===== src/rtl/pipe_stage_skid.sv =====
// Valid/ready pipeline stage with a main+skid buffer, increment transform,
// synchronous flush and a wrapping downstream-transfer counter.
module pipe_stage_skid #(
    parameter int DATA_W = 16,
    parameter int INC    = 1,
    parameter int CNT_W  = 8
) (
    input  logic              i_clk,
    input  logic              i_rst_n,
    input  logic              i_flush,
    input  logic              i_internal_stall,
    input  logic [DATA_W-1:0] i_data,
    input  logic              i_valid,
    output logic              o_ready,
    output logic [DATA_W-1:0] o_data,
    output logic              o_valid,
    input  logic              i_ready,
    output logic [1:0]        o_occupancy,
    output logic [CNT_W-1:0]  o_xfer_cnt
);

    localparam logic [1:0] EMPTY = 2'd0;
    localparam logic [1:0] BUSY  = 2'd1;
    localparam logic [1:0] FULL  = 2'd2;

    logic [1:0]        state_q, state_d;
    logic [DATA_W-1:0] main_q, main_d;
    logic [DATA_W-1:0] skid_q, skid_d;
    logic [CNT_W-1:0]  cnt_q;
    logic [DATA_W-1:0] xform;
    logic              acc;
    logic              out;

    assign xform       = i_data + DATA_W'(INC);
    assign o_ready     = ~i_internal_stall & (state_q != FULL);
    assign o_valid     = (state_q != EMPTY);
    assign acc         = i_valid & o_ready;
    assign out         = o_valid & i_ready;
    assign o_data      = main_q;
    assign o_occupancy = state_q;
    assign o_xfer_cnt  = cnt_q;

    always_comb begin
        state_d = state_q;
        main_d  = main_q;
        skid_d  = skid_q;
        case (state_q)
            EMPTY: begin
                if (acc) begin
                    state_d = BUSY;
                    main_d  = xform;
                end
            end
            BUSY: begin
                unique case (1'b1)
                    acc & out: main_d = xform;
                    acc & ~out: begin
                        state_d = FULL;
                        skid_d  = xform;
                    end
                    ~acc & out: state_d = EMPTY;
                    default: ;
                endcase
            end
            FULL: begin
                if (out) begin
                    state_d = BUSY;
                    main_d  = skid_q;
                end
            end
            default: state_d = EMPTY;
        endcase
        // flush drops everything; stale data in main/skid is never exposed
        if (i_flush)
            state_d = EMPTY;
    end

    always_ff @(posedge i_clk or negedge i_rst_n) begin
        if (!i_rst_n) begin
            state_q <= EMPTY;
            main_q  <= '0;
            skid_q  <= '0;
            cnt_q   <= '0;
        end else begin
            state_q <= state_d;
            main_q  <= main_d;
            skid_q  <= skid_d;
            cnt_q   <= cnt_q + CNT_W'(out);
        end
    end

endmodule


===== config.mk =====
export PLATFORM = sky130hd
export DESIGN_NAME = pipe_stage_skid
export DESIGN_NICKNAME = d
export VERILOG_FILES = /design/src/rtl/pipe_stage_skid.sv
export SDC_FILE = /design/constraint.sdc
export NUM_CORES = 1
export LEC_CHECK = 0
export CAP_MARGIN = 40
export CORE_MARGIN = 2
export CORE_UTILIZATION = 55
export CTS_BUF_LIST = sky130_fd_sc_hd__clkbuf_8
export DETAILED_ROUTE_END_ITERATION = 10
export GPL_TIMING_DRIVEN = 0
export PLACE_DENSITY = 0.92
export SYNTH_ARGS = -nofsm -noshare
export SYNTH_HDL_FRONTEND = slang
export SYNTH_SLANG_ARGS = --single-unit

===== constraint.sdc =====
create_clock -name i_clk -period 3.4 [get_ports i_clk]
set_input_delay 0.34 -clock i_clk [delete_from_list [all_inputs] [get_ports i_clk]]
set_output_delay 0.34 -clock i_clk [all_outputs]
set_load 0.005 [all_outputs]

**Word level (Yosys, flattened, before mapping)**

Cells that the tools add are included.

- Register bits after elaboration: 42
- Bits of input ports: 22
- Word-level logic and storage cells: 39

- $add $sub $neg: 2
- Eq/ne operators: 9
- Muxes and demuxes: 9
- Bitwise logic cells: 9
- Reductions and logical operators: 6

Operators with widths:

| cell | count |
|---|---|
| $mux W16 | 3 |
| $pmux W16 S3 | 1 |
| $add A16 B1 Y16 const B | 1 |
| $add A8 B1 Y8 | 1 |
| $ne A2 B2 Y1 const B | 4 |
| $and A1 B1 Y1 | 6 |
| $mux W2 | 3 |
| $ne A3 B3 Y1 const B | 2 |
| $pmux W2 S3 | 1 |
| $ne A4 B4 Y1 const B | 1 |
| $pmux W2 S2 | 1 |
| $reduce_and A4 Y1 | 1 |
| $not A1 Y1 | 3 |
| $reduce_and A3 Y1 | 1 |
| $reduce_bool A3 Y1 | 1 |
| $eq A2 B1 Y1 const B | 1 |
| $eq A2 B2 Y1 const B | 1 |
| $logic_not A2 Y1 | 1 |
| $reduce_and A2 Y1 | 1 |
| $reduce_bool A2 Y1 | 1 |

**Logic depth before layout (Yosys ltp)**

Gate-level depths: netlist of run 1.

- Word-level depth: 8
- Mapped depth: 6
- Mapped depth without buffers: 5

**Worst setup path after synthesis of run 1**

OpenSTA, ideal clock, no wires.

- Kind: register to register
- From: register state_q[1], in the netlist o_occupancy[1]
- To: register main_q[15], in the netlist o_data[15]
- Arrival time: 1.484 ns
- Data required time: 3.331 ns
- Path slack: 1.847 ns
- Stages on the path, launching flop included: 5
- Clock period less this slack: 1.553 ns
- Cells stage by stage: dfrtp_1 or3b_4 or4b_1 a21oi_1 nand3b_1

- Longest elaborated chain between the ends: 6
- Elaborated cells on any way between the ends: 15
- Classes of those cells: eq/ne (6); mux (1); bitwise (4); reduce/logical (4)

RTL lines:

| what | line | text |
|---|---|---|
| start: declaration | 26 | `logic [1:0] state_q, state_d;` |
| start signal: assignment | 85 | `state_q <= state_d;` |
| $ne A2 B2 Y1 | 35 | `assign o_ready = ~i_internal_stall & (state_q != FULL);` |
| $and A1 B1 Y1 | 35 |  |
| $and A1 B1 Y1 | 37 | `assign acc = i_valid & o_ready;` |
| $and A1 B1 Y1 | 56 | `acc & out: main_d = xform;` |
| $ne A2 B2 Y1 (no line) | - |  |
| $reduce_and A4 Y1 (no line) | - |  |
| end signal: assignment | 86 | `main_q <= main_d;` |
| end: declaration | 27 | `logic [DATA_W-1:0] main_q, main_d;` |

Several ways; a longest one is shown, not always the timed one.
A chain may end at the register's enable or synchronous reset.

**Final worst setup path of run 1**

- From: register state_q[1], in the netlist o_occupancy[1]
- To: output o_valid

- Longest elaborated chain between the ends: 1

RTL lines:

| what | line | text |
|---|---|---|
| $reduce_bool A2 Y1 | 36 | `assign o_valid = (state_q != EMPTY);` |
| end: declaration | 16 | `output logic o_valid,` |

Every way passes these cells.

==> impl_metrics.py, run 1 <==
metrics = {
    "clock_tree": {
        "cts_sinks": 42,
        "htreeDepth": 2,
        "cts_tree": "yes",
        "cts_resized": 0,
        "cts.path.max_buffers": 2,
        "postCtsHoldBufs": 0,
        "cts_root_buffer": "clkbuf_8",
        "clkTransAtPathRegs_ns": 0.08,
        "clkLatencyLatePin_ns": 0.30,
        "cts_made_buffers": 5,
        "postCtsSetupRepairBufs": 0,
    },
    "sta": {
        "report.final.slew_viol_count": 0,
        "holdWs_ns": -0.01492,
        "slew_headroom_pct": 65.09,
        "fin_crit_ns": 2.179,
        "hold_viol": 18,
        "finalSetupViolCount": 0,
        "fin_skew_ns": 0.002899,
        "rsz0062_at_grt": "no",
        "timing.final.crit_share_pct": 64.08,
        "timing.setup.tns_ns": 0,
        "fmax_mhz": 459.0,
        "tightest_slew_ns": 0.5217,
    },
    "worst_setup_path": {
        "regToRegStartpoint": "o_occupancy[1]",
        "critPathCaptureType": "primary output",
        "arrival_ns": 1.84,
        "slowest_stage": "clkdlybuf4s50_1",
        "required_ns": 3.06,
        "cp_max_fo": 10,
        "rrSetupSlack_ns": 1.62,
        "crit_chain": "clkbuf_1 -> or2_2 -> clkdlybuf4s50_1",
        "cp_slowest_stage_delay_ns": 0.49,
        "crit_end": "o_valid",
        "cp-startpoint": "o_occupancy[1]",
        "startpoint_type": "register",
        "r2r_end": "o_data[10]",
        "worst-r2r-cell-count": 4,
        "path_class": "reg -> out",
    },
    "die": {
        "num_io_pins": 50,
        "initial_core_util_pct": 58.22,
        "die_h_microns": 66.95,
        "dieArea_sq_um": 4482,
        "die_w_microns": 66.95,
        "placementRows": 22,
        "coreArea_sq_um": 3744,
    },
    "synthesis": {
        "synth_seq_area_share_pct": 48.22,
        "syn_area_sq_um": 2180,
        "avgSynthCellArea_sq_um": 10.09,
        "synth_area_leaders": "dfrtp_1 (48%), xnor2_1 (6.8%), a21oi_1 (4.1%)",
        "yosysWarnings": 0,
        "yosysMostFrequentCell": "dfrtp_1",
        "synth_common_cells": "dfrtp_1 (42), nand2_1 (21), a21oi_1 (18), o21ai_0 (17), xnor2_1 (17)",
        "netlist_instances": 216,
        "synth_edf_count": 0,
        "yosys.area.top_type": "dfrtp_1",
        "async_reset_ff_share_pct": 100.0,
        "syn-num-nets": 240,
        "yosysTopAreaCellShare_pct": 48.22,
        "ys.flop_type": "dfrtp_1",
        "ys_types": 43,
        "ys_ff_latch": 42,
    },
    "power": {
        "p_comb_share_pct": 24.2,
        "power_switching_w": 0.0003855,
        "power_report.internal_total_w": 0.001032,
        "p_clk_share_pct": 27.7,
        "seqPwrFrac_pct": 48.1,
        "ir_worst_vdd_uv": 276.1,
        "p_total_w": 0.001417,
        "p_per_area_nw_per_um2": 495.0,
        "swShare_pct": 27.20,
        "p_leak_nw": 1.207,
    },
    "global_route": {
        "grt_pass1_vias": 1803,
        "groute.layer.met3.usage_pct": 4.223,
        "grt_max_degree": 25,
        "grtUsageMet1_pct": 31.76,
        "grtUsageMet2_pct": 44.25,
        "grt_pass1_wl_microns": 8383,
        "grt.total_usage_pct": 25.35,
        "antenna_found_initial": 0,
        "grt.busiest_layer": "met2",
        "gr-total-overflow": 0,
    },
    "finish": {
        "layout-drive-gt1-share_pct": 9.854,
        "fillCellCount": 257,
        "num-nets-final": 297,
        "fin_util_pct": 76.47,
        "n_antenna_cell": 0,
        "area_growth_syn_to_layout_pct": 31.34,
        "fin_area_sq_um": 2863,
    },
    "placed_design": {
        "place_area_sq_um": 2753,
        "io_buffers": 49,
        "dp_hpwl_microns": 3757,
        "gp_congestion": 0.8314,
    },
    "routing": {
        "vias": 1868,
        "vias_per_cell": 5.801,
        "first_pass_iters": 5,
        "ant_nets": 0,
        "drt-total-wl_microns": 5082,
        "wl_per_cell_microns": 15.78,
        "drt_drc_violations_left": 0,
        "first_iter_violations": 133,
    },
    "flow_run": {
        "maxCapViolCount": 0,
    },
    "worst_hold_path": {
        "hold_path.class": "in -> async",
    },
    "run_status": {
        "violations": "hold timing",
        "status": "complete, but fails checks",
    },
}
worst max-delay path, delay by kind of cell, from the launching register on:
kind | cells | cell delay [ns]
AND/OR/NAND/NOR | 1 | 0.21
flip-flops | 1 | 0.45
buffers and inverters | 2 | 0.88
power groups by stage:
stage	combinational, W	sequential [W]	clock [W]
2_1_floorplan	0.000139	0.000682	0
3_3_place_gp	0.000326	0.000684	0
3_5_place_dp	0.000343	0.000690	0
4_1_cts	0.000345	0.000682	0.000393
5_1_grt	0.000376	0.000696	0.000415
6_report	0.000342	0.000682	0.000393
flip-flops by register name, indices dropped and copies added, names as in the netlist:
name         flops
o_occupancy      2
o_data          16
skid_q          16
o_xfer_cnt       8
logic make-up (layout without fill, tap and decap cells):
kind of cell | after synthesis | count (layout) | share of synthesized area, %
AOI/OAI and AO/OA | 51 | 51 | 14.18
xor gates and xnor gates | 18 | 18 | 7.233
adders and majority gates | 2 | 2 | 1.148
buffers and inverters | 14 | 72 | 2.698
DFF | 42 | 42 | 48.22
muxes | 8 | 8 | 3.903
and+or+nand+nor | 81 | 81 | 22.62
worst min-delay path by stage:
| stage | slack [ns] | from | end |
|---|---|---|---|
| final | -0.01 | i_rst_n | o_xfer_cnt[5] |
| after global placement | 0.45 | skid_q[12] | skid_q[12] |
| after floorplan | 0.04 | i_rst_n | o_data[0] |
| after detailed placement | 0.32 | i_rst_n | o_xfer_cnt[5] |
| after global routing | 0.02 | i_rst_n | o_xfer_cnt[6] |
| after CTS | 0.001 | i_rst_n | o_xfer_cnt[5] |
cell type report:
class | count | area, sq um | share of cell area (%)
multi-input combinational | 160 | 1070 | 37.37
sequential | 42 | 1051 | 36.71
timing repair buffer | 50 | 513.0 | 17.92
clock buffer | 5 | 68.82 | 2.404
tap | 48 | 60.06 | 2.098
buffer | 10 | 43.79 | 1.530
clock inverter | 3 | 41.29 | 1.442
inverter | 4 | 15.01 | 0.5245
layout by cell type, fill, tap and decap left out, drive strengths merged, types with 2 or more instances in the layout:
cell type / count
clkdlybuf4s50: 48
dfrtp: 42
nand2: 21
o21ai: 21
a21oi: 18
xnor2: 17
nor2: 14
clkbuf: 10
nand3: 7
buf: 7
nor3: 6
nand4bb: 6
nand4: 6
inv: 5
mux2: 4
mux2i: 4
nor4: 4
or3: 3
a31oi: 3
a21o: 3
and2: 2
and4: 2
a31o: 2
ha: 2
layer usage:
layer / vias to the layer above / wire length [microns]
met4: 0 / 91
li1: 888 / -
met1: 881 / 2098
met5: - / 0
met2: 88 / 2522
met3: 11 / 370
through the flow:
stage	setup WS, ns	instances
CTS	1.233	322
global route	1.095	322
floorplan	1.847	216
detailed placement	1.122	314
finish	1.221	322
global placement	0.9439	313
Power figures use the tool's default switching activity.
==> inputs of run 2 (changes only) <==
Settings changed: CORE_UTILIZATION 55 to 52, PLACE_DENSITY 0.92 to 0.87.
Clock period 3.4 ns to 2.13 ns, I/O delays scaled along.
==> impl_metrics.py, run 2 (synthesized netlist as in run 1, its figures left out) <==
metrics = {
    "power": {
        "power_switching_w": 0.0006059,
        "p_per_area_nw_per_um2": 785.2,
        "swShare_pct": 26.91,
        "p_leak_nw": 1.208,
        "p_clk_share_pct": 27.8,
        "p_comb_share_pct": 23.9,
        "power_report.internal_total_w": 0.001646,
        "seqPwrFrac_pct": 48.3,
        "ir_worst_vdd_uv": 468.4,
    },
    "finish": {
        "area_growth_syn_to_layout_pct": 31.57,
        "multi_input_area_sq_um": 1070,
        "n_antenna_cell": 0,
        "regArea_sq_um": 1051,
        "fin_area_sq_um": 2868,
        "final_common_cell": "clkdlybuf4s50_1",
        "layout-drive-gt1-share_pct": 9.818,
        "mostFrequentLayoutCells": "clkdlybuf4s50_1 (48), dfrtp_1 (42), nand2_1 (21), a21oi_1 (18)",
        "fillCellCount": 300,
        "num-nets-final": 298,
    },
    "clock_tree": {
        "cts_resized": 0,
        "clkLatencyLatePin_ns": 0.30,
        "clkTransAtPathRegs_ns": 0.08,
        "cts_sinks": 42,
        "cts.path.max_buffers": 2,
        "cts_made_buffers": 5,
        "htreeDepth": 2,
        "cts_tree": "yes",
        "cts_root_buffer": "clkbuf_8",
    },
    "worst_hold_path": {
        "hold_path.class": "in -> async",
    },
    "worst_setup_path": {
        "crit_chain": "clkbuf_1 -> or2_2 -> clkdlybuf4s50_1",
        "slowest_stage": "clkdlybuf4s50_1",
        "startpoint_type": "register",
        "required_ns": 1.92,
        "critPathCaptureType": "primary output",
        "cp_slowest_stage_delay_ns": 0.45,
        "path_class": "reg -> out",
        "cp_max_fo": 10,
        "arrival_ns": 1.77,
    },
    "placed_design": {
        "io_buffers": 49,
        "place_area_sq_um": 2748,
        "dp_hpwl_microns": 3540,
        "gp_congestion": 0.8164,
    },
    "global_route": {
        "grt_pass1_wl_microns": 7831,
        "grt_pass1_vias": 1721,
        "grt_max_degree": 30,
        "antenna_found_initial": 0,
        "grt.total_usage_pct": 22.50,
        "gr-total-overflow": 0,
    },
    "run_status": {
        "status": "finished, final reports clean",
    },
    "routing": {
        "drt-total-wl_microns": 4736,
        "wl_per_cell_microns": 14.57,
        "vias_per_cell": 5.575,
        "vias": 1812,
        "drt_drc_violations_left": 0,
        "first_pass_iters": 4,
        "first_iter_violations": 135,
        "ant_nets": 0,
    },
    "die": {
        "placementRows": 23,
        "die_h_microns": 68.74,
        "num_io_pins": 50,
        "die_w_microns": 68.74,
        "initial_core_util_pct": 54.10,
        "dieArea_sq_um": 4725,
        "coreArea_sq_um": 4029,
    },
    "sta": {
        "timing.setup.tns_ns": 0,
        "fmax_mhz": 504.3,
        "hold_viol": 0,
        "slew_headroom_pct": 64.64,
        "timing.final.crit_share_pct": 93.09,
        "finalSetupViolCount": 0,
        "fin_crit_ns": 1.983,
        "report.final.slew_viol_count": 0,
        "rsz0062_at_grt": "no",
        "tightest_slew_ns": 0.5285,
        "fin_skew_ns": 0.004117,
    },
    "flow_run": {
        "maxCapViolCount": 0,
    },
}
## run 2: routing by layer
layer | vias to the layer above | GRT usage [%] | wire length (microns)
li1 | 890 | - | -
met1 | 858 | 30.77 | 2237
met2 | 60 | 36.90 | 2187
met3 | 4 | 3.896 | 264
met4 | 0 | 6.373 | 46
met5 | - | 0 | 0
## run 2: critical path: cells and delay by family (launching register included)
family	cells	cell delay [ns]
AND/OR/NAND/NOR	1	0.36
flip-flops	1	0.43
buffers and inverters	2	0.69
## run 2: power groups by stage
stage	Combinational [W]	Clock, W	Sequential [W]
after floorplan	0.000222	0	0.00109
after detailed placement	0.000541	0	0.00110
after CTS	0.000545	0.000636	0.00109
after global placement	0.000520	0	0.00109
final	0.000538	0.000626	0.00109
after global routing	0.000597	0.000664	0.00111
## run 2: layout make-up
class,instances,share of cell area (%)
buffer,10,1.527
clock buffer,5,2.400
clock inverter,3,1.440
inverter,4,0.5236
multi-input combinational,160,37.30
sequential,42,36.65
tap,50,2.182
timing repair buffer,51,17.98
## run 2: final timing paths
| check | startpoint | to | slack, ns | cells past startpoint |
|---|---|---|---|---|
| worst max-delay path | o_occupancy[1] | o_valid | 0.15 | 3 |
| worst max register to register | o_occupancy[1] | o_data[10] | 0.36 | 4 |
| max in group asynchronous | i_rst_n | o_data[8] | 1.31 | 3 |
| worst min register to register | o_xfer_cnt[7] | o_xfer_cnt[7] | 0.47 | 1 |
| min in group i_clk | o_xfer_cnt[7] | o_xfer_cnt[7] | 0.47 | 1 |
| worst min-delay path | i_rst_n | o_xfer_cnt[2] | 0.35 | 2 |
## run 2: metrics by stage
| step | util (%) | hold WS (ns) | instances | total power [W] | worst slack (ns) |
|---|---|---|---|---|---|
| 2_1_floorplan | - | -0.08259 | 216 | 0.001311 | 0.5772 |
| 3_3_place_gp | 67.83 | 0.4532 | 315 | 0.001611 | -0.2091 |
| 3_5_place_dp | 68.20 | 0.1351 | 316 | 0.001642 | -0.01716 |
| 4_1_cts | 71.18 | 0.3466 | 325 | 0.002268 | 0.1413 |
| 5_1_grt | 71.18 | 0.3868 | 325 | 0.002373 | 0.06667 |
| 6_report | 71.18 | 0.3506 | 325 | 0.002252 | 0.1471 |
## run 2: what timing repair did
action,in CTS,in global routing
buffers inserted,0,0
endpoints found under the hold margin,13,0
hold buffers,1,0
==> inputs of run 3 (changes only) <==
Settings changed: ABC_CLOCK_PERIOD_IN_PS set to 2130, HOLD_SLACK_MARGIN set to 0.1.
==> results of run 3 <==
Final layout, timing and power as in run 2 (identical DEF).
